<file path="config.mk">
export PLATFORM = sky130hd
export DESIGN_NAME = hazard_stall_unit
export DESIGN_NICKNAME = d
export VERILOG_FILES = /design/src/rtl/hazard_stall_unit.sv
export SDC_FILE = /design/constraint.sdc
export NUM_CORES = 1
export LEC_CHECK = 0
export CORE_MARGIN = 2
export CORE_UTILIZATION = 35
export CTS_BUF_LIST = sky130_fd_sc_hd__clkbuf_8
export DETAILED_ROUTE_END_ITERATION = 10
export PLACE_DENSITY = 0.73
export RECOVER_POWER = 50
export SETUP_SLACK_MARGIN = 0.2
export SLEW_MARGIN = 30
export SYNTH_ARGS = -nofsm -noshare
export SYNTH_HDL_FRONTEND = slang
export SYNTH_SLANG_ARGS = --single-unit
export TNS_END_PERCENT = 10
</file>
<file path="constraint.sdc">
create_clock -name clk -period 3.32 [get_ports clk]
set_input_delay 0.664 -clock clk [delete_from_list [all_inputs] [get_ports clk]]
set_output_delay 0.664 -clock clk [all_outputs]
set_load 0.02 [all_outputs]
</file>
<file path="src/rtl/hazard_stall_unit.sv">
// -----------------------------------------------------------------------------
// hazard_stall_unit
//
// ID-stage hazard detector and stall controller for a 5-stage MIPS pipeline.
// Handles the hazards the EX-stage forwarding network cannot cover:
//   * load-use hazards (EX holds a load whose result the ID instruction reads)
//   * branch operands compared in ID before the producer has reached EX/MEM
// It also selects the EX/MEM forwarding path for the ID branch comparator,
// squashes the fetched instruction on a taken branch, and counts the bubble
// cycles it inserts in a saturating performance counter.
//
// Parameters
//   STALL_CNT_W       width of StallCount
//
// Ports
//   clk               rising-edge clock
//   reset_n           asynchronous active-low reset
//   ID_ExMemRead      EX instruction is a load
//   ID_ExRegWrite     EX instruction writes the register file
//   ID_ExWriteReg     EX destination register (after rt/rd select)
//   Ex_MemMemRead     MEM instruction is a load
//   Ex_MemRegWrite    MEM instruction writes the register file
//   Ex_MemRegisterRd  MEM destination register
//   IF_IdRegisterRs   rs of the ID instruction
//   IF_IdRegisterRt   rt of the ID instruction
//   IF_IdUsesRt       ID instruction reads rt
//   IF_IdBranch       ID instruction is beq/bne
//   BranchTaken       ID comparator says taken
//   ExtStall          memory wait, freezes the front end without bubbles
//   StallCountClear   synchronous clear of StallCount
//   PCWrite           PC update enable
//   IF_IdWrite        IF/ID write enable
//   ID_ExBubble       zero the ID/EX control fields
//   IF_IdFlush        squash the instruction in IF/ID
//   forwardC          comparator operand rs takes the EX/MEM ALU result
//   forwardD          comparator operand rt takes the EX/MEM ALU result
//   StallCount        saturating count of bubble cycles inserted
// -----------------------------------------------------------------------------
module hazard_stall_unit #(
    parameter int unsigned STALL_CNT_W = 16
) (
    input  logic                   clk,
    input  logic                   reset_n,
    input  logic                   ID_ExMemRead,
    input  logic                   ID_ExRegWrite,
    input  logic [4:0]             ID_ExWriteReg,
    input  logic                   Ex_MemMemRead,
    input  logic                   Ex_MemRegWrite,
    input  logic [4:0]             Ex_MemRegisterRd,
    input  logic [4:0]             IF_IdRegisterRs,
    input  logic [4:0]             IF_IdRegisterRt,
    input  logic                   IF_IdUsesRt,
    input  logic                   IF_IdBranch,
    input  logic                   BranchTaken,
    input  logic                   ExtStall,
    input  logic                   StallCountClear,
    output logic                   PCWrite,
    output logic                   IF_IdWrite,
    output logic                   ID_ExBubble,
    output logic                   IF_IdFlush,
    output logic                   forwardC,
    output logic                   forwardD,
    output logic [STALL_CNT_W-1:0] StallCount
);

    // Two-state controller: RUN evaluates hazards, HOLD plays out the
    // remaining bubbles of a multi-cycle stall without looking at inputs.
    localparam logic ST_RUN  = 1'b0;
    localparam logic ST_HOLD = 1'b1;

    logic       state;
    logic       state_nxt;
    logic [1:0] remaining;
    logic [1:0] remaining_nxt;

    // -------------------------------------------------------------------------
    // Register matches. A producer only counts if it writes a non-zero
    // destination, so $zero can never stall or forward.
    // -------------------------------------------------------------------------
    logic ex_dest_valid;
    logic mem_dest_valid;
    logic ex_hit_rs;
    logic ex_hit_rt;
    logic mem_hit_rs;
    logic mem_hit_rt;
    logic use_ex;
    logic use_mem;

    assign ex_dest_valid  = ID_ExRegWrite  && (ID_ExWriteReg    != 5'd0);
    assign mem_dest_valid = Ex_MemRegWrite && (Ex_MemRegisterRd != 5'd0);

    assign ex_hit_rs  = ex_dest_valid  && (ID_ExWriteReg    == IF_IdRegisterRs);
    assign ex_hit_rt  = ex_dest_valid  && (ID_ExWriteReg    == IF_IdRegisterRt);
    assign mem_hit_rs = mem_dest_valid && (Ex_MemRegisterRd == IF_IdRegisterRs);
    assign mem_hit_rt = mem_dest_valid && (Ex_MemRegisterRd == IF_IdRegisterRt);

    // rt only matters when the ID instruction actually reads it.
    assign use_ex  = ex_hit_rs  || (IF_IdUsesRt && ex_hit_rt);
    assign use_mem = mem_hit_rs || (IF_IdUsesRt && mem_hit_rt);

    // -------------------------------------------------------------------------
    // Number of bubbles the ID instruction needs before it may proceed.
    // Branches resolve in ID, so they need their operands one stage earlier
    // than ALU instructions: an ALU producer in EX costs one bubble, a load
    // in EX costs two (it must reach MEM/WB), and a load in MEM costs one.
    // Non-branches only wait on a load in EX; EX forwarding covers the rest.
    // -------------------------------------------------------------------------
    logic [1:0] need;

    always_comb begin
        // NOTE: every always_comb output gets a default first so no path can
        // leave it unassigned and infer a latch.
        need = 2'd0;
        if (IF_IdBranch) begin
            if (use_ex && ID_ExMemRead) begin
                need = 2'd2;
            end else if (use_ex) begin
                need = 2'd1;
            end else if (use_mem && Ex_MemMemRead) begin
                need = 2'd1;
            end
        end else if (ID_ExMemRead && use_ex) begin
            need = 2'd1;
        end
    end

    // -------------------------------------------------------------------------
    // Control outputs and next-state logic.
    // Priority: reset, then the external freeze, then an in-progress stall,
    // then fresh evaluation in RUN.
    // -------------------------------------------------------------------------
    always_comb begin
        PCWrite       = 1'b1;
        IF_IdWrite    = 1'b1;
        ID_ExBubble   = 1'b0;
        IF_IdFlush    = 1'b0;
        state_nxt     = state;
        remaining_nxt = remaining;

        if (!reset_n) begin
            // Pipeline held with a bubble in ID/EX while reset is asserted.
            PCWrite     = 1'b0;
            IF_IdWrite  = 1'b0;
            ID_ExBubble = 1'b1;
        end else if (ExtStall) begin
            // Memory wait: freeze everything, inject nothing, keep our state
            // so the stall sequence resumes exactly where it stopped.
            PCWrite    = 1'b0;
            IF_IdWrite = 1'b0;
        end else if (state == ST_HOLD) begin
            PCWrite     = 1'b0;
            IF_IdWrite  = 1'b0;
            ID_ExBubble = 1'b1;
            if (remaining <= 2'd1) begin
                remaining_nxt = 2'd0;
                state_nxt     = ST_RUN;
            end else begin
                remaining_nxt = remaining - 2'd1;
            end
        end else if (need != 2'd0) begin
            // First bubble is issued in the detecting cycle itself.
            PCWrite       = 1'b0;
            IF_IdWrite    = 1'b0;
            ID_ExBubble   = 1'b1;
            remaining_nxt = need - 2'd1;
            state_nxt     = (need == 2'd1) ? ST_RUN : ST_HOLD;
        end else begin
            // Branch is only allowed to squash once its operands are final.
            IF_IdFlush = IF_IdBranch && BranchTaken;
        end
    end

    // -------------------------------------------------------------------------
    // Comparator forwarding from EX/MEM. A load in MEM has no ALU result to
    // forward; that case is handled by a stall instead.
    // -------------------------------------------------------------------------
    assign forwardC = reset_n && mem_hit_rs && !Ex_MemMemRead;
    assign forwardD = reset_n && mem_hit_rt && !Ex_MemMemRead;

    // -------------------------------------------------------------------------
    // State registers.
    // -------------------------------------------------------------------------
    always_ff @(posedge clk or negedge reset_n) begin
        // NOTE: sequential state uses non-blocking assignment so every flop
        // samples the pre-edge values regardless of statement order.
        if (!reset_n) begin
            state     <= ST_RUN;
            remaining <= 2'd0;
        end else begin
            state     <= state_nxt;
            remaining <= remaining_nxt;
        end
    end

    // -------------------------------------------------------------------------
    // Bubble counter: clear wins over increment, sticks at all ones.
    // ID_ExBubble is already 0 under ExtStall, so the count holds there too.
    // -------------------------------------------------------------------------
    always_ff @(posedge clk or negedge reset_n) begin
        if (!reset_n) begin
            StallCount <= '0;
        end else if (StallCountClear) begin
            StallCount <= '0;
        end else if (ID_ExBubble && !(&StallCount)) begin
            StallCount <= StallCount + STALL_CNT_W'(1);
        end
    end

endmodule

</file>
==> run_summary.xml, run 1 <==
<?xml version="1.0" encoding="UTF-8"?>
<metrics>
  <group name="timing">
    <metric name="tightest_slew" unit="ns">0.740</metric>
    <metric name="final.setup.tns" unit="ns">0</metric>
    <metric name="timing.max_slew.rel_slack" unit="%">50.5</metric>
    <metric name="finalHoldViolCount" unit="">0</metric>
    <metric name="finalWorstPathRequiredPeriod" unit="ns">3.15</metric>
    <metric name="achievable-frequency" unit="MHz">317</metric>
    <metric name="unrepaired_setup_endpoints_after_global_routing" unit="">yes</metric>
    <metric name="final.period_utilization" unit="%">95.0</metric>
    <metric name="worst_setup_margin" unit="ns">0.165</metric>
    <metric name="final_max_slew_viol_count" unit="">0</metric>
    <metric name="finalSetupViolCount" unit="">0</metric>
    <metric name="skew" unit="ns">0.00155</metric>
  </group>
  <group name="detailed_routing">
    <metric name="avgViaCountPerCell" unit="">5.04</metric>
    <metric name="via_count" unit="">1410</metric>
    <metric name="drc" unit="">0</metric>
    <metric name="initialDrtViolationCount" unit="">75</metric>
    <metric name="route.final.wire_length" unit="um">3620</metric>
    <metric name="final_antenna_net_count" unit="">0</metric>
    <metric name="route.detailed.wl_per_inst" unit="um">12.9</metric>
    <metric name="drt_first_pass_iters" unit="">4</metric>
  </group>
  <group name="worst_setup_path">
    <metric name="timing_worst_setup_path_type" unit="">in -&gt; out</metric>
    <metric name="crit_fanout" unit="">3</metric>
    <metric name="critPathLaunch" unit="">Ex_MemRegisterRd[3]</metric>
    <metric name="worst-endpoint-arrival" unit="ns">2.49</metric>
    <metric name="cp.required" unit="ns">2.66</metric>
    <metric name="regToRegStartpoint" unit="">StallCount[6]</metric>
    <metric name="ff2ff_path_depth" unit="">7</metric>
    <metric name="crit_path_start_kind" unit="">input port</metric>
    <metric name="critical_path.endpoint_type" unit="">primary output</metric>
  </group>
  <group name="power">
    <metric name="power.sequential.fraction" unit="%">44.3</metric>
    <metric name="cell_area_power_density" unit="nW/um^2">269</metric>
    <metric name="leakagePower" unit="nW">0.930</metric>
    <metric name="vdd.ir_drop.worst" unit="mV">0.130</metric>
    <metric name="swShare" unit="%">27.8</metric>
    <metric name="share_clk_of_total_power" unit="%">27.4</metric>
    <metric name="netSwitchingPower" unit="mW">0.160</metric>
    <metric name="power_frac_comb" unit="%">28.3</metric>
    <metric name="cell_internal_pwr" unit="mW">0.414</metric>
  </group>
  <group name="die">
    <metric name="fp.coreArea" unit="sq um">3660</metric>
    <metric name="num_io_pins" unit="">53</metric>
    <metric name="x_dimension_of_the_die" unit="um">65.8</metric>
    <metric name="die_area" unit="sq um">4330</metric>
    <metric name="height_of_the_die" unit="um">65.8</metric>
    <metric name="floorplan.initialDensity" unit="%">36.5</metric>
    <metric name="num_rows" unit="">22</metric>
  </group>
  <group name="hold_path">
    <metric name="min_from" unit="">StallCount[13]</metric>
    <metric name="hold_path_class" unit="">reg -&gt; reg</metric>
    <metric name="worstHoldPathCells" unit="">2</metric>
  </group>
  <group name="logic_synthesis">
    <metric name="synth-main-ff-cell" unit="">sky130_fd_sc_hd__dfrtp_1</metric>
    <metric name="ys_seq_area_share" unit="%">35.6</metric>
    <metric name="synth.yosys.warnings" unit="">0</metric>
    <metric name="ys_async_sr_fraction" unit="%">100</metric>
    <metric name="post_synthesis_instance_total" unit="">157</metric>
    <metric name="synth_area_per_cell" unit="sq um">8.51</metric>
    <metric name="yosysTopAreaCellShare" unit="%">35.6</metric>
    <metric name="yosys_register_bits" unit="">19</metric>
    <metric name="area_contributors_post_synth" unit="">sky130_fd_sc_hd__dfrtp_1 (36%), sky130_fd_sc_hd__xnor2_1 (13%), sky130_fd_sc_hd__xor2_1 (7.2%)</metric>
    <metric name="yosys.area.top_type" unit="">sky130_fd_sc_hd__dfrtp_1</metric>
    <metric name="synth_cell_type_count" unit="">35</metric>
    <metric name="syn-num-nets" unit="">190</metric>
    <metric name="synth_edf_count" unit="">0</metric>
    <metric name="mappedNetlistArea" unit="sq um">1340</metric>
  </group>
  <group name="layout">
    <metric name="area_growth_syn_to_layout" unit="%">59.7</metric>
    <metric name="layout-drive-gt1-share" unit="%">25.0</metric>
    <metric name="final_design_area_no_fill" unit="sq um">2130</metric>
    <metric name="antenna_cells" unit="">0</metric>
    <metric name="final_net_count" unit="">266</metric>
    <metric name="most-common-layout-cells" unit="">sky130_fd_sc_hd__buf_4 (22), sky130_fd_sc_hd__nor2_1 (20), sky130_fd_sc_hd__dfrtp_1 (19)</metric>
    <metric name="final_common_cell" unit="">sky130_fd_sc_hd__buf_4</metric>
    <metric name="post-route-util" unit="%">58.3</metric>
  </group>
  <group name="clock_tree">
    <metric name="cts_tree" unit="">done</metric>
    <metric name="cts_hold_buf" unit="">0</metric>
    <metric name="cts_root_buffer" unit="">sky130_fd_sc_hd__clkbuf_8</metric>
    <metric name="cts_htree_levels" unit="">1</metric>
    <metric name="numCtsBuffers" unit="">3</metric>
    <metric name="clk_path_buf_depth" unit="">2</metric>
    <metric name="clock_latency_late_sink" unit="ns">0.25</metric>
    <metric name="cts_num_sinks" unit="">19</metric>
    <metric name="worst_setup_hold_path_clk_slew" unit="ns">0.07</metric>
  </group>
  <group name="place">
    <metric name="placement.setup.worst_slack" unit="ns">-0.705</metric>
    <metric name="gpl.final_weighted_congestion" unit="">0.779</metric>
    <metric name="dp_hpwl" unit="um">2710</metric>
    <metric name="number_of_i_o_port_buffers" unit="">52</metric>
    <metric name="postPlaceCellArea" unit="sq um">2070</metric>
  </group>
  <group name="global_routing">
    <metric name="grt_antenna_before_repair" unit="">0</metric>
    <metric name="grt_start_max_net_pins" unit="">22</metric>
    <metric name="grt_overflow_total" unit="">0</metric>
    <metric name="grt_first_pass_wirelength" unit="um">6130</metric>
    <metric name="via_count_of_the_first_global_routing_pass" unit="">1434</metric>
    <metric name="track_usage" unit="%">18.0</metric>
  </group>
  <group name="outcome">
    <metric name="run_status" unit="">completed</metric>
  </group>
  <group name="run">
    <metric name="cap_violations" unit="">0</metric>
  </group>
</metrics>
-- cell usage after synthesis (all sizes together), types with 2 or more instances --
cell type	n
and4	2
o211ai	3
and3	3
nand2	13
clkbuf	3
o21ai	9
a21oi	6
nor2	20
o31ai	2
xnor2	20
o22ai	2
buf	2
nor3	5
nand2b	2
o2111ai	3
xor2	11
or3	4
ha	2
inv	6
nand4	3
dfrtp	19
nand3	7
nor2b	2
-- final cells by class --
| type | count | area, sq um |
|---|---|---|
| flip-flops and latches | 19 | 475 |
| fillers | 330 | 1530 |
| repair buffers | 76 | 653 |
| inverters | 6 | 22.5 |
| clock buffers | 3 | 41.3 |
| well taps | 48 | 60.1 |
| multi-input cells | 127 | 877 |
| clock inverters | 1 | 5.00 |
-- power groups by stage --
stage	clock network, mW	logic [mW]	registers [mW]
2_1_floorplan	0	0.0691	0.260
3_3_place_gp	0	0.160	0.258
3_5_place_dp	0	0.161	0.258
4_1_cts	0.164	0.159	0.254
5_1_grt	0.172	0.181	0.256
6_report	0.157	0.162	0.254
-- kinds of logic after synthesis --
logic type	Yosys count	share of synthesized area (%)
adder cells (fa/ha/maj)	2	1.87
AND/OR/NAND/NOR	65	24.2
AO/OA/AOI/OAI	28	13.4
XOR/XNOR	31	20.3
flip-flops	19	35.6
multiplexers	1	0.749
buffers and inverters	11	3.93
-- worst max-delay path, stage by stage --
cell and delay, ns:
sky130_fd_sc_hd__buf_6 0.09, sky130_fd_sc_hd__or4_4 0.53, sky130_fd_sc_hd__o21ai_2 0.15, sky130_fd_sc_hd__nor2_1 0.05
sky130_fd_sc_hd__o21ai_1 0.08, sky130_fd_sc_hd__o31a_1 0.19, sky130_fd_sc_hd__ha_2 0.20, sky130_fd_sc_hd__nor3b_4 0.21
sky130_fd_sc_hd__and3_4 0.21, sky130_fd_sc_hd__buf_6 0.11
-- per-layer routing --
metal	GRT usage (%)	wire, um	vias to the layer above
met2	32.7	1860	44
met5	0	0	-
met3	3.07	193	6
met1	21.6	1530	662
li1	-	-	698
met4	4.95	38	0
-- path summary, 6_finish.rpt --
kind                             endpoint  slack, ns
max in group asynchronous  StallCount[15]       2.21
max reg2reg                 StallCount[9]       1.30
max                            IF_IdFlush       0.17
min reg2reg                StallCount[13]       0.55
min in group asynchronous   StallCount[9]       0.90
min                        StallCount[13]       0.55
-- timing repair --
action / CTS / global route
pin swaps: 11 / 16
buffers inserted: 2 / 0
setup endpoints to repair: 22 / 18
gates resized for setup: 65 / 23
-- state kept, by name, summed over array words and instances, names as in the netlist --
| signal | count |
|---|---|
| remaining | 2 |
| StallCount | 16 |
| state | 1 |
-- per-stage QoR --
stage / power (mW) / hold slack [ns] / instances
after floorplan: 0.329 / 0.368 / 157
after global placement: 0.418 / 0.544 / 274
after detailed placement: 0.420 / 0.552 / 274
after CTS: 0.577 / 0.567 / 280
after global routing: 0.609 / 0.582 / 280
final: 0.574 / 0.548 / 280
(Power assumes the default switching activity.)
==> run 2: changes to the inputs <==
--- a/config.mk
+++ b/config.mk
@@ -5,7 +5,7 @@
 export SDC_FILE = /design/constraint.sdc
 export NUM_CORES = 1
 export LEC_CHECK = 0
-export CORE_MARGIN = 2
+export CORE_MARGIN = 5
 export CORE_UTILIZATION = 35
 export CTS_BUF_LIST = sky130_fd_sc_hd__clkbuf_8
 export DETAILED_ROUTE_END_ITERATION = 10
==> run 2 against run 1 <==
Critical path depth increased by 1. Sequential power about the same. Critical endpoint unchanged. Global-route usage decreased by 4.7 points. Flip-flop and latch count unchanged. Largest power group unchanged. Largest cell class unchanged.
==> run_summary.xml, run 2 (synthesis gave the netlist of run 1 again) <==
<?xml version="1.0" encoding="UTF-8"?>
<metrics>
  <group name="layout">
    <metric name="num-fill-cells" unit="">345</metric>
    <metric name="layout-drive-gt1-share" unit="%">24.0</metric>
    <metric name="final_net_count" unit="">267</metric>
    <metric name="leading_registers_by_flop_count" unit="">StallCount: 16 flops, remaining: 2 flops, state: 1 flops</metric>
    <metric name="most-common-layout-cells" unit="">sky130_fd_sc_hd__buf_4 (22), sky130_fd_sc_hd__nor2_1 (20), sky130_fd_sc_hd__dfrtp_1 (19)</metric>
    <metric name="largest_reg_flops" unit="">16</metric>
    <metric name="final_common_cell" unit="">sky130_fd_sc_hd__buf_4</metric>
    <metric name="max_flop_register" unit="">StallCount</metric>
    <metric name="antenna_cells" unit="">0</metric>
    <metric name="area_growth_syn_to_layout" unit="%">60.9</metric>
  </group>
  <group name="die">
    <metric name="num_io_pins" unit="">53</metric>
    <metric name="num_rows" unit="">22</metric>
    <metric name="fp.coreArea" unit="sq um">3690</metric>
    <metric name="floorplan.initialDensity" unit="%">36.2</metric>
    <metric name="x_dimension_of_the_die" unit="um">71.8</metric>
    <metric name="die_area" unit="sq um">5150</metric>
    <metric name="height_of_the_die" unit="um">71.8</metric>
  </group>
  <group name="power">
    <metric name="leakagePower" unit="nW">0.936</metric>
    <metric name="netSwitchingPower" unit="mW">0.162</metric>
    <metric name="power.sequential.fraction" unit="%">44.3</metric>
    <metric name="cell_area_power_density" unit="nW/um^2">267</metric>
    <metric name="share_clk_of_total_power" unit="%">28.3</metric>
    <metric name="cell_internal_pwr" unit="mW">0.413</metric>
    <metric name="power_frac_comb" unit="%">27.4</metric>
    <metric name="swShare" unit="%">28.2</metric>
    <metric name="vdd.ir_drop.worst" unit="mV">0.132</metric>
  </group>
  <group name="detailed_routing">
    <metric name="drc" unit="">0</metric>
    <metric name="initialDrtViolationCount" unit="">60</metric>
    <metric name="final_antenna_net_count" unit="">0</metric>
    <metric name="via_count" unit="">1354</metric>
    <metric name="avgViaCountPerCell" unit="">4.82</metric>
    <metric name="drt_first_pass_iters" unit="">4</metric>
    <metric name="route.final.wire_length" unit="um">3390</metric>
    <metric name="route.detailed.wl_per_inst" unit="um">12.1</metric>
  </group>
  <group name="clock_tree">
    <metric name="cts_tree" unit="">done</metric>
    <metric name="numCtsBuffers" unit="">3</metric>
    <metric name="clk_path_buf_depth" unit="">2</metric>
    <metric name="cts_htree_levels" unit="">1</metric>
    <metric name="cts_root_buffer" unit="">sky130_fd_sc_hd__clkbuf_8</metric>
    <metric name="cts_hold_buf" unit="">0</metric>
    <metric name="worst_setup_hold_path_clk_slew" unit="ns">0.07</metric>
    <metric name="cts_num_sinks" unit="">19</metric>
    <metric name="clock_latency_late_sink" unit="ns">0.26</metric>
  </group>
  <group name="worst_setup_path">
    <metric name="crit_path_start_kind" unit="">input port</metric>
    <metric name="critical_path.endpoint_type" unit="">primary output</metric>
    <metric name="regToRegStartpoint" unit="">StallCount[6]</metric>
    <metric name="crit_buf_inv" unit="">3</metric>
    <metric name="critical-path-top-delay-family" unit="">simple AND/OR/NAND/NOR gates</metric>
    <metric name="reg2reg_slack" unit="ns">1.28</metric>
    <metric name="cp_cell_sequence" unit="">clkdlybuf4s15_2 &gt; buf_6 &gt; xnor2_2 &gt; nand2_1 &gt; o22ai_2 &gt; and3_4 &gt; o31a_1 &gt; ha_2 &gt; nor3b_4 &gt; and3_4 &gt; buf_6</metric>
    <metric name="timing_worst_setup_path_type" unit="">in -&gt; out</metric>
    <metric name="ff2ff_path_depth" unit="">7</metric>
    <metric name="worst-endpoint-arrival" unit="ns">2.48</metric>
    <metric name="r2r_end" unit="">StallCount[15]</metric>
    <metric name="cp.depth" unit="">11</metric>
    <metric name="crit_fanout" unit="">3</metric>
    <metric name="worst_path_max_delay_cell" unit="">sky130_fd_sc_hd__and3_4</metric>
    <metric name="cp.required" unit="ns">2.66</metric>
    <metric name="max_stage_delay" unit="ns">0.22</metric>
  </group>
  <group name="hold_path">
    <metric name="hold_path_class" unit="">reg -&gt; reg</metric>
    <metric name="min_from" unit="">StallCount[13]</metric>
    <metric name="worstHoldPathCells" unit="">2</metric>
    <metric name="hold-path-endpoint" unit="">StallCount[13]</metric>
  </group>
  <group name="timing">
    <metric name="finalSetupViolCount" unit="">0</metric>
    <metric name="timing.max_slew.rel_slack" unit="%">46.6</metric>
    <metric name="finalHoldViolCount" unit="">0</metric>
    <metric name="final.period_utilization" unit="%">94.6</metric>
    <metric name="unrepaired_setup_endpoints_after_global_routing" unit="">yes</metric>
    <metric name="finalWorstPathRequiredPeriod" unit="ns">3.14</metric>
    <metric name="skew" unit="ns">0.00257</metric>
    <metric name="final_max_slew_viol_count" unit="">0</metric>
    <metric name="tightest_slew" unit="ns">0.801</metric>
    <metric name="achievable-frequency" unit="MHz">318</metric>
    <metric name="worst_setup_margin" unit="ns">0.179</metric>
    <metric name="final.setup.tns" unit="ns">0</metric>
  </group>
  <group name="place">
    <metric name="gpl.final_weighted_congestion" unit="">0.831</metric>
    <metric name="placement.setup.worst_slack" unit="ns">-0.769</metric>
    <metric name="number_of_i_o_port_buffers" unit="">52</metric>
    <metric name="dp_hpwl" unit="um">2690</metric>
  </group>
  <group name="run">
    <metric name="cap_violations" unit="">0</metric>
  </group>
  <group name="global_routing">
    <metric name="grt_overflow_total" unit="">0</metric>
    <metric name="grt_antenna_before_repair" unit="">0</metric>
    <metric name="grt_first_pass_wirelength" unit="um">5540</metric>
    <metric name="grt_start_max_net_pins" unit="">22</metric>
    <metric name="track_usage" unit="%">13.3</metric>
    <metric name="via_count_of_the_first_global_routing_pass" unit="">1278</metric>
  </group>
  <group name="outcome">
    <metric name="run_status" unit="">completed</metric>
  </group>
</metrics>
-- run 2: changes by cell type in the layout (fill, tap and decap cells not counted), sizes merged --
cell / before / now
buf: 32 / 31
dlygate4sd2: 4 / 7
clkbuf: 10 / 11
clkdlybuf4s15: 5 / 3
-- run 2: final cells by class --
type | count | area (sq um) | area share (%)
multi-input cells | 127 | 887 | 41.3
clock inverters | 1 | 5.00 | 0.233
repair buffers | 77 | 658 | 30.6
clock buffers | 3 | 41.3 | 1.92
inverters | 6 | 22.5 | 1.05
well taps | 48 | 60.1 | 2.79
flip-flops and latches | 19 | 475 | 22.1
-- run 2: worst reg2reg max path: cells and delay by family (launching register included) --
kind / cells / cell delay [ns]
AO/OA/AOI/OAI: 2 / 0.69
XOR/XNOR: 1 / 0.17
buffers and inverters: 1 / 0.19
flip-flops: 1 / 0.45
AND/OR/NAND/NOR: 3 / 0.40
-- run 2: what timing repair did --
action,4_1_cts,5_1_grt
setup buffers,3,1
pin swaps,16,14
resized for setup,71,17
cloned,0,0
endpoints found under the setup margin,22,16
-- run 2: metal layers --
metal / global-route usage, % / part of all wire [%] / vias to the layer above
li1: - / - / 700
met4: 3.76 / 0.91 / 0
met3: 3.23 / 9.2 / 3
met2: 23.2 / 47 / 53
met5: 0 / 0 / -
met1: 16.2 / 43 / 598
-- run 2: how the worst max path moves through the flow --
stage / from / to
after floorplan: Ex_MemRegisterRd[1] / IF_IdFlush
after global placement: Ex_MemRegisterRd[2] / IF_IdFlush
after detailed placement: Ex_MemRegisterRd[2] / IF_IdFlush
after CTS: Ex_MemRegisterRd[3] / IF_IdFlush
after global routing: IF_IdRegisterRs[0] / IF_IdFlush
final: IF_IdRegisterRs[2] / IF_IdFlush
-- run 2: through the flow --
stage	utilization, %	std cells	hold WS, ns	total power [mW]	area (sq um)
CTS	58.2	280	0.574	0.581	2150
finish	58.3	281	0.558	0.575	2150
global placement	55.8	273	0.543	0.415	2060
global route	58.3	281	0.601	0.606	2150
floorplan	-	157	0.368	0.329	1350
detailed placement	55.8	273	0.555	0.416	2060
-- run 2: power by group through the flow --
stage | sequential [mW] | clock [mW] | combinational [mW]
global placement | 0.259 | 0 | 0.157
floorplan | 0.260 | 0 | 0.0691
detailed placement | 0.258 | 0 | 0.158
finish | 0.255 | 0.163 | 0.157
global route | 0.257 | 0.177 | 0.173
CTS | 0.254 | 0.168 | 0.158
